### src/rtl/dmem_dma_pkg.sv
// dmem_dma_pkg: shared types and constants for the data-memory block-transfer engine.
package dmem_dma_pkg;

  // Used memory address bits and data word width
  localparam int ADDR_W = 16;
  localparam int WORD_W = 32;

  // Command op codes
  localparam logic OP_COPY = 1'b0;
  localparam logic OP_FILL = 1'b1;

  // Transfer engine states
  typedef enum logic [2:0] {
    IDLE,
    RD,
    WR,
    FILL,
    DONE,
    ABRT
  } state_t;

endpackage

### src/rtl/dmem_dma_csum.sv
// dmem_dma_csum: 32-bit wrap-around accumulator of every word the engine writes.
// Only instantiated when DMEM_DMA_CHECKSUM_EN is defined.
module dmem_dma_csum
  import dmem_dma_pkg::*;
(
  input  logic              clock,
  input  logic              reset_n,
  input  logic              clear,
  input  logic              add,
  input  logic [WORD_W-1:0] data,
  output logic [WORD_W-1:0] sum
);

  logic [WORD_W-1:0] sum_reg;

  // Clear on command accept, otherwise add each written word; holds when idle
  always_ff @(posedge clock or negedge reset_n) begin
    if (!reset_n) begin
      sum_reg <= '0;
    end else if (clear) begin
      sum_reg <= '0;
    end else if (add) begin
      sum_reg <= sum_reg + data;
    end
  end

  assign sum = sum_reg;

endmodule

### src/rtl/dmem_dma.sv
// dmem_dma: copy/fill block-transfer initiator for the 64K-word data memory.
// Copies take two cycles per word (RD presents the source, WR forwards the
// memory's registered read data to the destination); fills write one word
// per cycle. Optional checksum accumulator: define DMEM_DMA_CHECKSUM_EN.
module dmem_dma
  import dmem_dma_pkg::*;
(
  input  logic        clock,
  input  logic        reset_n,
  input  logic        start,
  input  logic        op,
  input  logic [31:0] src_addr,
  input  logic [31:0] dst_addr,
  input  logic [15:0] length,
  input  logic [31:0] fill_value,
  input  logic        abort,
  output logic        busy,
  output logic        done,
  output logic        aborted,
  output logic [15:0] words_done,
  output logic [31:0] checksum,
  output logic        mem_write,
  output logic        mem_read,
  output logic [31:0] mem_addr,
  output logic [31:0] mem_wdata,
  input  logic [31:0] mem_rdata
);

  state_t            state_reg;
  logic [ADDR_W-1:0] src_reg;
  logic [ADDR_W-1:0] dst_reg;
  logic [15:0]       remaining_reg;
  logic [WORD_W-1:0] fill_reg;
  logic [15:0]       words_done_reg;
  logic              write_active;
  logic              accept;

  // Upper address bits of the command are outside the memory and ignored
  logic unused_addr_bits;
  assign unused_addr_bits = ^{src_addr[31:ADDR_W], dst_addr[31:ADDR_W]};

  assign accept       = (state_reg == IDLE) && start;
  assign write_active = (state_reg == WR) || (state_reg == FILL);

  // Command sequencer: latches the command, walks addresses (mod 2^16) and counts words
  always_ff @(posedge clock or negedge reset_n) begin
    if (!reset_n) begin
      state_reg      <= IDLE;
      src_reg        <= '0;
      dst_reg        <= '0;
      remaining_reg  <= '0;
      fill_reg       <= '0;
      words_done_reg <= '0;
    end else begin
      case (state_reg)
        IDLE: begin
          if (start) begin
            src_reg        <= src_addr[ADDR_W-1:0];
            dst_reg        <= dst_addr[ADDR_W-1:0];
            remaining_reg  <= length;
            fill_reg       <= fill_value;
            words_done_reg <= '0;
            if (length == 16'd0) begin
              state_reg <= DONE;
            end else if (op == OP_COPY) begin
              state_reg <= RD;
            end else begin
              state_reg <= FILL;
            end
          end
        end
        RD: begin
          state_reg <= abort ? ABRT : WR;
        end
        WR: begin
          // The write driven this cycle always lands, even when aborting
          src_reg        <= src_reg + ADDR_W'(1);
          dst_reg        <= dst_reg + ADDR_W'(1);
          words_done_reg <= words_done_reg + 16'd1;
          remaining_reg  <= remaining_reg - 16'd1;
          if (abort) begin
            state_reg <= ABRT;
          end else if (remaining_reg == 16'd1) begin
            state_reg <= DONE;
          end else begin
            state_reg <= RD;
          end
        end
        FILL: begin
          dst_reg        <= dst_reg + ADDR_W'(1);
          words_done_reg <= words_done_reg + 16'd1;
          remaining_reg  <= remaining_reg - 16'd1;
          if (abort) begin
            state_reg <= ABRT;
          end else if (remaining_reg == 16'd1) begin
            state_reg <= DONE;
          end else begin
            state_reg <= FILL;
          end
        end
        DONE:    state_reg <= IDLE;
        ABRT:    state_reg <= IDLE;
        default: state_reg <= IDLE;
      endcase
    end
  end

  // Memory port and status decode from registered state; in WR the memory's
  // own registered read data is forwarded so a copy costs two cycles per word
  always_comb begin
    busy      = (state_reg != IDLE);
    done      = (state_reg == DONE);
    aborted   = (state_reg == ABRT);
    mem_write = write_active;
    mem_read  = (state_reg == RD);
    mem_addr  = {{(32-ADDR_W){1'b0}}, (write_active ? dst_reg : src_reg)};
    mem_wdata = '0;
    if (state_reg == WR) begin
      mem_wdata = mem_rdata;
    end else if (state_reg == FILL) begin
      mem_wdata = fill_reg;
    end
  end

  assign words_done = words_done_reg;

`ifdef DMEM_DMA_CHECKSUM_EN
  dmem_dma_csum u_csum (
    .clock   (clock),
    .reset_n (reset_n),
    .clear   (accept),
    .add     (mem_write),
    .data    (mem_wdata),
    .sum     (checksum)
  );
`else
  logic unused_accept;
  assign unused_accept = accept;
  assign checksum      = '0;
`endif

endmodule

### config.mk
export PLATFORM = sky130hd
export DESIGN_NAME = dmem_dma
export DESIGN_NICKNAME = d
export VERILOG_FILES = /design/src/rtl/dmem_dma_pkg.sv /design/src/rtl/dmem_dma_csum.sv /design/src/rtl/dmem_dma.sv
export SDC_FILE = /design/constraint.sdc
export NUM_CORES = 1
export LEC_CHECK = 0
export CORE_ASPECT_RATIO = 2
export CORE_MARGIN = 4
export CORE_UTILIZATION = 43
export DETAILED_ROUTE_END_ITERATION = 10
export PLACE_DENSITY = 0.82
export SLEW_MARGIN = 10
export SYNTH_ARGS = -nofsm -noshare
export SYNTH_HDL_FRONTEND = slang
export SYNTH_SLANG_ARGS = --single-unit
### constraint.sdc
create_clock -name clock -period 2.43 [get_ports clock]
set_input_delay 0.486 -clock clock [delete_from_list [all_inputs] [get_ports clock]]
set_output_delay 0.486 -clock clock [all_outputs]
set_load 0.05 [all_outputs]
==> results of run 1 <==
[cells in the mapped netlist, types with 5 or more instances]
library cell	number
and4_1	8
nand3_1	24
o22ai_1	6
nor2_1	68
a21oi_1	19
a211oi_1	10
dfrtp_1	99
nor3b_1	5
inv_1	7
a311oi_1	9
nor4_1	9
nor3_1	19
o21ai_0	27
nand4_1	15
mux2i_1	38
nand2_1	192
clkbuf_1	29
ha_1	5
buf_1	11
and3_1	8
and2_1	6
o211ai_1	14
buf_2	6
a31oi_1	5
buf_4	48
o311ai_0	10
[per-stage QoR]
step | instances | TNS, ns | instance area, um2 | total power [W]
5_1_grt | 1108 | 0 | 8850 | 0.0123
4_1_cts | 1108 | 0 | 8850 | 0.0117
3_5_place_dp | 1092 | 0 | 8580 | 0.0103
2_1_floorplan | 787 | -0.825 | 6270 | 0.00727
3_3_place_gp | 1092 | 0 | 8580 | 0.0101
6_report | 1108 | 0 | 8850 | 0.0116
[worst min-delay path by stage]
stage / startpoint / end / slack, ns
after global routing: reset_n / dst_reg[5] / 0.12
final: reset_n / dst_reg[5] / 0.09
after CTS: reset_n / dst_reg[5] / 0.10
after floorplan: reset_n / dst_reg[0] / 0.19
after global placement: fill_reg[6] / fill_reg[6] / 0.46
after detailed placement: fill_reg[9] / fill_reg[9] / 0.46
[per-layer routing]
| layer | wire length [um] | share of wire [%] |
|---|---|---|
| met4 | 824 | 4.5 |
| met2 | 9900 | 53 |
| met1 | 6430 | 35 |
| met3 | 1360 | 7.3 |
| met5 | 0 | 0 |
[worst max-delay path, stage by stage, from the launching register on]
cell and delay (ns):
dfrtp_1 0.40, nand2b_4 0.26, inv_1 0.11, buf_12 0.17, o21ai_1 0.33, buf_12 0.19
[cell type report]
class / instances / area, um2 / share of cell area, %
Tap cell: 189 / 236 / 2.67
Multi-Input combinational cell: 587 / 3230 / 36.5
Sequential cell: 99 / 2480 / 28.0
Timing Repair Buffer: 210 / 2610 / 29.4
Clock buffer: 13 / 250 / 2.83
Clock inverter: 3 / 23.8 / 0.268
Inverter: 7 / 26.3 / 0.297
[where the power goes]
group	total (W)	internal (W)	switching [W]
Combinational	0.00715	0.00298	0.00416
Clock	0.00135	0.000727	0.000626
Sequential	0.00311	0.00236	0.000752
[cells by family (layout without fill, tap and decap cells)]
family,after synthesis,count (layout),synth area share (%)
and+or+nand+nor,374,374,28.3
buffers and inverters,101,233,9.38
DFF,99,99,41.0
muxes,38,38,6.30
other,1,48,0.0621
adders and majority gates,5,5,1.04
AOI/OAI and AO/OA,122,122,13.9
==> results_dict.tcl, run 1 <==
set metrics [dict create \
    grt_first_pass_wirelength_um 29200 \
    whs_ns 0.0869 \
    synth_async_sr_flop_share_pct 100 \
    initial_core_util_pct 43.7 \
    worst_slew_pin_slew_ns 0.534 \
    syn2layout_area_growth_pct 46.6 \
    grt_max_degree 46 \
    cts-buffers-inserted 9 \
    largest_reg_flops 32 \
    fillers 1159 \
    fp-row-count 61 \
    fmax_mhz 432 \
    clockRootBuffer "clkbuf_16" \
    drtPass1Iterations 5 \
    gr-usage-met2_pct 41.9 \
    ant_nets 0 \
    die-area_mm2 0.0161 \
    drive_above_1_share_pct 13.1 \
    setup_viol 0 \
    drv_slew 0 \
    use_met3_pct 5.96 \
    crit_end "mem_addr[10]" \
    overflow 0 \
    yosysUniqueCellTypes 53 \
    outcome "complete, no violations" \
    rsz0062_at_grt "no" \
    mostFrequentLayoutCell "nand2_1" \
    drc 0 \
    synth_top_area_share_pct 41.0 \
    final_core_util_pct 64.1 \
    synthTopCellsByArea "dfrtp_1 (41%), nand2_1 (12%), mux2i_1 (6.3%)" \
    synth_edf_count 0 \
    yosys_warnings 0 \
    ys.flop_type "dfrtp_1" \
    cp.required_ns 1.94 \
    reg2reg_depth 6 \
    avgSynthCellArea_um2 8.16 \
    io_pins 266 \
    p_leak_nw 3.91 \
    drt-vias-per-instance 5.42 \
    cts.clk_slew.worst_paths_ns 0.07 \
    hold_class "in -> async" \
    drt-initial-drc-count 477 \
    grt-busiest-layer "met2" \
    antenna-diode-count 0 \
    cts_tree "done" \
    crit_start "state_reg[2]" \
    hold_viol 0 \
    place_congestion 0.913 \
    cp.arrival_ns 1.83 \
    clk_latency_ns 0.35 \
    slew_headroom_pct 64.4 \
    finalNetCount 1068 \
    r2r_slack_ns 0.36 \
    cts_resized 0 \
    coreArea_mm2 0.0138 \
    power_density_mw_per_mm2 1310 \
    synthCells 740 \
    rr_startpoint "state_reg[2]" \
    period_needed_ns 2.31 \
    met1_usage_pct 22.4 \
    critical_path_class "reg -> out" \
    wirelength_um 18500 \
    fp.dieH_um 176 \
    cp_max_fo 28 \
    die_x_um 91.8 \
    worst_setup_path_start_kind "flip-flop" \
    cts.sinks 99 \
    max-cap-violations 0 \
    finClkSkew_ns 0.0106 \
    via_count 6002 \
    reg2reg_to "remaining_reg[10]" \
    postCtsSetupBuffers 0 \
    netlist_area_mm2 0.00604 \
    cts_max_path_buffers 2 \
    ys_ff_latch 99 \
    seq_area_frac_synth_pct 41.0 \
    cts_hold_buf 0 \
    fin_ws_ns 0.116 \
    peakVddDrop_mv 0.573 \
    wl_per_cell_um 16.7 \
    period_share_pct 95.2 \
    final_cell_mix "nand2_1 (192), clkdlybuf4s50_1 (131), dfrtp_1 (98)" \
    antenna_found_initial 0 \
    port_buffers 185 \
    grt_usage_pct 22.5 \
    dp_slack_ns 0.191 \
    yosys.area.top_type "dfrtp_1" \
    cts.htree.levels 3 \
    end_kind "primary output" \
    grt_pass1_vias 6012 \
    hpwl_um 14200 \
]
Power figures use the tool's default switching activity.
==> inputs of run 2 (changes only) <==
RECOVER_POWER = 100   (was not set)
==> run 2 against run 1 <==
  * Combinational power is 17% lower
  * Setup slack lost 0.0064 ns
  * Largest cell class unchanged
  * Critical path type unchanged
  * The flow now finishes with violations (capacitance limit, slew limit)
  * Cell count barely moved
  * First-iteration DRC count increased by 0.84%
  * Via count shrank 0.20%
==> results_dict.tcl, run 2 (synthesis gave the netlist of run 1 again) <==
set metrics [dict create \
    hold_start "words_done[15]" \
    worst_slew_pin_slew_ns 1.96 \
    grt_first_pass_wirelength_um 29200 \
    grt_max_degree 46 \
    crit_top_cell "buf_12" \
    wl_per_cell_um 16.6 \
    slowest_stage "dfrtp_1" \
    max-cap-violations 1 \
    cts.clk_slew.worst_paths_ns 0.06 \
    end_kind "primary output" \
    outcome "complete, but fails checks" \
    cp_max_fo 28 \
    fin_ws_ns 0.109 \
    antenna_found_initial 1 \
    clockRootBuffer "clkbuf_16" \
    port_buffers 185 \
    cts_hold_buf 0 \
    drt-vias-per-instance 5.40 \
    cts_tree "done" \
    p_leak_nw 3.75 \
    initial_core_util_pct 43.7 \
    drive_above_1_share_pct 12.1 \
    crit_start "state_reg[2]" \
    rsz0062_at_grt "no" \
    die_x_um 91.8 \
    fp-row-count 61 \
    grt_pass1_vias 6012 \
    finalNetCount 1068 \
    critical_path_class "reg -> out" \
    postCtsSetupBuffers 0 \
    clk_latency_ns 0.34 \
    syn2layout_area_growth_pct 35.3 \
    cts_resized 0 \
    hold_class "reg -> reg" \
    drv_slew 32 \
    cts-buffers-inserted 9 \
    cts.htree.levels 3 \
    fp.dieH_um 176 \
    largest_reg_flops 32 \
    drc 0 \
    rr_startpoint "state_reg[2]" \
    peakVddDrop_mv 0.556 \
    power_w 0.0104 \
    final_cell_mix "nand2_1 (192), clkdlybuf4s50_1 (114), dfrtp_1 (99)" \
    dpl-instance-area_mm2 0.00858 \
    hold_viol 0 \
    setup_viol 0 \
    mostFrequentLayoutCell "nand2_1" \
    overflow 0 \
    slew_headroom_pct -30.7 \
    postLayoutCellArea_mm2 0.00817 \
    period_share_pct 95.5 \
    dp_slack_ns 0.191 \
    whs_ns 0.466 \
    drtPass1Iterations 5 \
    final_core_util_pct 59.2 \
    die-area_mm2 0.0161 \
    cts_max_path_buffers 2 \
    worst_setup_path_start_kind "flip-flop" \
    fmax_mhz 431 \
    period_needed_ns 2.32 \
    ant_nets 0 \
    power_density_mw_per_mm2 1270 \
    finClkSkew_ns 0.00922 \
    slowest_delay_ns 0.40 \
    grt_usage_pct 22.5 \
    cp.arrival_ns 1.83 \
    via_count 5990 \
    cp_cell_sequence "nand2b_4 -> inv_1 -> buf_12 -> o21ai_1 -> buf_12" \
    hpwl_um 14200 \
    wirelength_um 18500 \
    failed_checks "capacitance limit, slew limit" \
    drt-initial-drc-count 481 \
    io_pins 266 \
    place_congestion 0.913 \
    coreArea_mm2 0.0138 \
    cp.required_ns 1.94 \
    cts.sinks 99 \
]
## run 2: layer usage
metal	track usage, %	share of wire [%]	wire length (um)
met5	0	0	0
met2	41.9	54	9920
met4	11.7	4.6	858
met1	22.4	34	6350
met3	5.96	7.2	1330
## run 2: path summary, 6_finish.rpt
check | end | slack, ns | depth (start not counted)
min in group asynchronous | dst_reg[5] | 0.68 | 1
max in group asynchronous | words_done[12] | 0.61 | 1
hold reg to reg | words_done[15] | 0.47 | 1
setup reg to reg | remaining_reg[10] | 0.18 | 6
setup / recovery | mem_addr[10] | 0.11 | 5
hold / removal | words_done[15] | 0.47 | 1
## run 2: worst max-delay path, delay by kind of cell (launching register included)
kind            cells  cell delay, ns
compound gates      1            0.34
buf+inv             3            0.47
flops               1            0.40
simple gates        1            0.26
## run 2: area by class of cell
type | count | area (um2)
fillers | 1240 | 5640
multi-input cells | 587 | 3230
flip-flops and latches | 99 | 2480
repair buffers | 210 | 1930
clock buffers | 13 | 250
well taps | 189 | 236
inverters | 7 | 26.3
clock inverters | 3 | 23.8
diodes | 1 | 2.50
## run 2: power breakdown
part / leakage (nW) / internal (W) / switching, W / total (W)
clock: 0.126 / 0.000727 / 0.000623 / 0.00135
sequential: 1.22 / 0.00236 / 0.000746 / 0.00310
combinational: 2.41 / 0.00197 / 0.00398 / 0.00596
total: 3.75 / 0.00506 / 0.00535 / 0.0104
## run 2: per-stage QoR
stage | cells | TNS (ns)
5_1_grt | 1109 | 0
4_1_cts | 1108 | 0
3_5_place_dp | 1092 | 0
3_3_place_gp | 1092 | 0
2_1_floorplan | 787 | -0.825
6_report | 1109 | 0
==> RTL edit: new RTL, settings of run 1 <==
The option `DMEM_DMA_CHECKSUM_EN` is turned on by a define.
--- a/src/rtl/dmem_dma.sv
+++ b/src/rtl/dmem_dma.sv
@@ -2,6 +2,8 @@
 // Copies take two cycles per word (RD presents the source, WR forwards the
 // memory's registered read data to the destination); fills write one word
 // per cycle. Optional checksum accumulator: define DMEM_DMA_CHECKSUM_EN.
+`define DMEM_DMA_CHECKSUM_EN
+
 module dmem_dma
   import dmem_dma_pkg::*;
 (
Function: changed (Yosys sat finds a counterexample within 4 cycles, from zero or initial values and one cycle with reset_n low).
==> RTL edit against run 1 <==
The flow now finishes with violations (negative setup slack). Combinational power is 64% higher. Wire length up 87%. Global-route usage rose by 6.5 points. Total power grew 57%. Sequential cell count up 32. Core utilization increased by 11 points. Final area up 65%. Synthesized cell count increased by 37%. Maximum frequency down 21%. Area after synthesis grew 42%. Worst setup slack worse by 0.60 ns. Largest power group unchanged.
==> RTL edit: results (changes against run 1) <==
stage,metric,value,unit,change
outcome,status,finished with violations,,
outcome,violations,negative setup slack,,
global_routing,gr-usage-met3,0.04233,,-0.01725
timing,finalSetupViolCount,32,,+32
global_routing,grt_pass1_vias,9998,,+66%
floorplan,die_area,22420,µm²,+39%
global_routing,track_usage,0.2900,,+0.06481
timing,fin_ws,-0.4882,ns,-0.6038 ns
timing,fin_worst_skew,0.008562,ns,-0.002053 ns
placed_design,gp_congestion,0.9187,,+0.65%
critical_path,crit_type,reg2reg,,
final_layout,multi_input_comb_area,5899,µm²,+82%
final_layout,clk_share,0.03721,,+0.006260
final_layout,drive_gt1_frac,0.3041,,+0.1735
placed_design,dp.final_hpwl,23790,µm,+68%
placed_design,io_buffers,217,,+17%
power_and_ir_drop,total_leakage_power,6.406,nW,+64%
synthesis,synth-seq-cells,131,,+32%
clock_network,cts_resized,69,,+69
route,dr.pass1.iters,7,,+2
placed_design,place_area,13080,µm²,+52%
route,wl_met2,19400,µm,+96%
route,viasPerCell,5.884,,+8.6%
synthesis,synthTopCellsByArea,"dfrtp_1 (38%), nand2_1 (9.5%), ha_1 (6.3%)",,
placed_design,dpl_worst_slack,-0.8286,ns,-1.019 ns
route,drt_wl_total,34590,µm,+87%
synthesis,syn_inst,1016,,+37%
synthesis,ys_types,76,,+43%
route,wl_met3,1853,µm,+36%
final_layout,nMultiInputCombCells,817,,+39%
critical_path,critPathMaxFanout,8,,-71%
route,m1WireLength,10990,µm,+71%
route,drtIter0Drc,671,,+41%
final_layout,nNetsFinal,1584,,+48%
final_layout,seq_share,0.2242,,-0.05575
==> RTL edit: cell count changes after synthesis, sizes merged, moves of 6 or more <==
cell / change
a21o: +18
inv: +9
xor2: +20
nor2: +26
o21ai: +32
buf: -27
nand3: +20
nand2: +25
xnor2: +14
a21oi: +40
ha: +38
dfrtp: +32
o211ai: -6
==> RTL edit: logic make-up after synthesis <==
| family | share of synthesized area |
|---|---|
| compound gates | 0.2034 |
| xor+xnor | 0.03470 |
| fa+ha+maj | 0.06502 |
| buf+inv | 0.04490 |
| flops | 0.3820 |
| mux | 0.03980 |
| other cells | 0.0004370 |
| simple gates | 0.2298 |
==> RTL edit: worst min-delay path by stage <==
stage                                         from                       endpoint  slack (ns)  cells past startpoint
after global routing                       reset_n         src_reg[9]$_DFFE_PN0P_        0.05                      1
final                                      reset_n  remaining_reg[12]$_DFFE_PN0P_        0.02                      1
after global placement    fill_reg[11]$_DFFE_PN0P_       fill_reg[11]$_DFFE_PN0P_        0.46                      2
after floorplan                            reset_n         dst_reg[0]$_DFFE_PN0P_        0.19                      0
after CTS                                  reset_n         src_reg[9]$_DFFE_PN0P_        0.04                      1
after detailed placement  fill_reg[27]$_DFFE_PN0P_       fill_reg[27]$_DFFE_PN0P_        0.46                      2
==> RTL edit: power by group <==
part	internal, mW	total (mW)	switching [mW]
registers	3.07	4.10	1.03
clock network	1.49	2.45	0.956
logic	5.27	11.7	6.41
total	9.84	18.2	8.40
==> RTL edit: critical path, cell delays in order, from the launching register on <==
cell and delay, ns:
dfrtp_2 0.42, buf_12 0.18, buf_12 0.15, mux2i_2 0.28, nor2_4 0.06, ha_2 0.38
and4_4 0.30, nand2b_4 0.08, a2111oi_4 0.33, o211ai_1 0.18, a21o_1 0.18, a32o_1 0.24
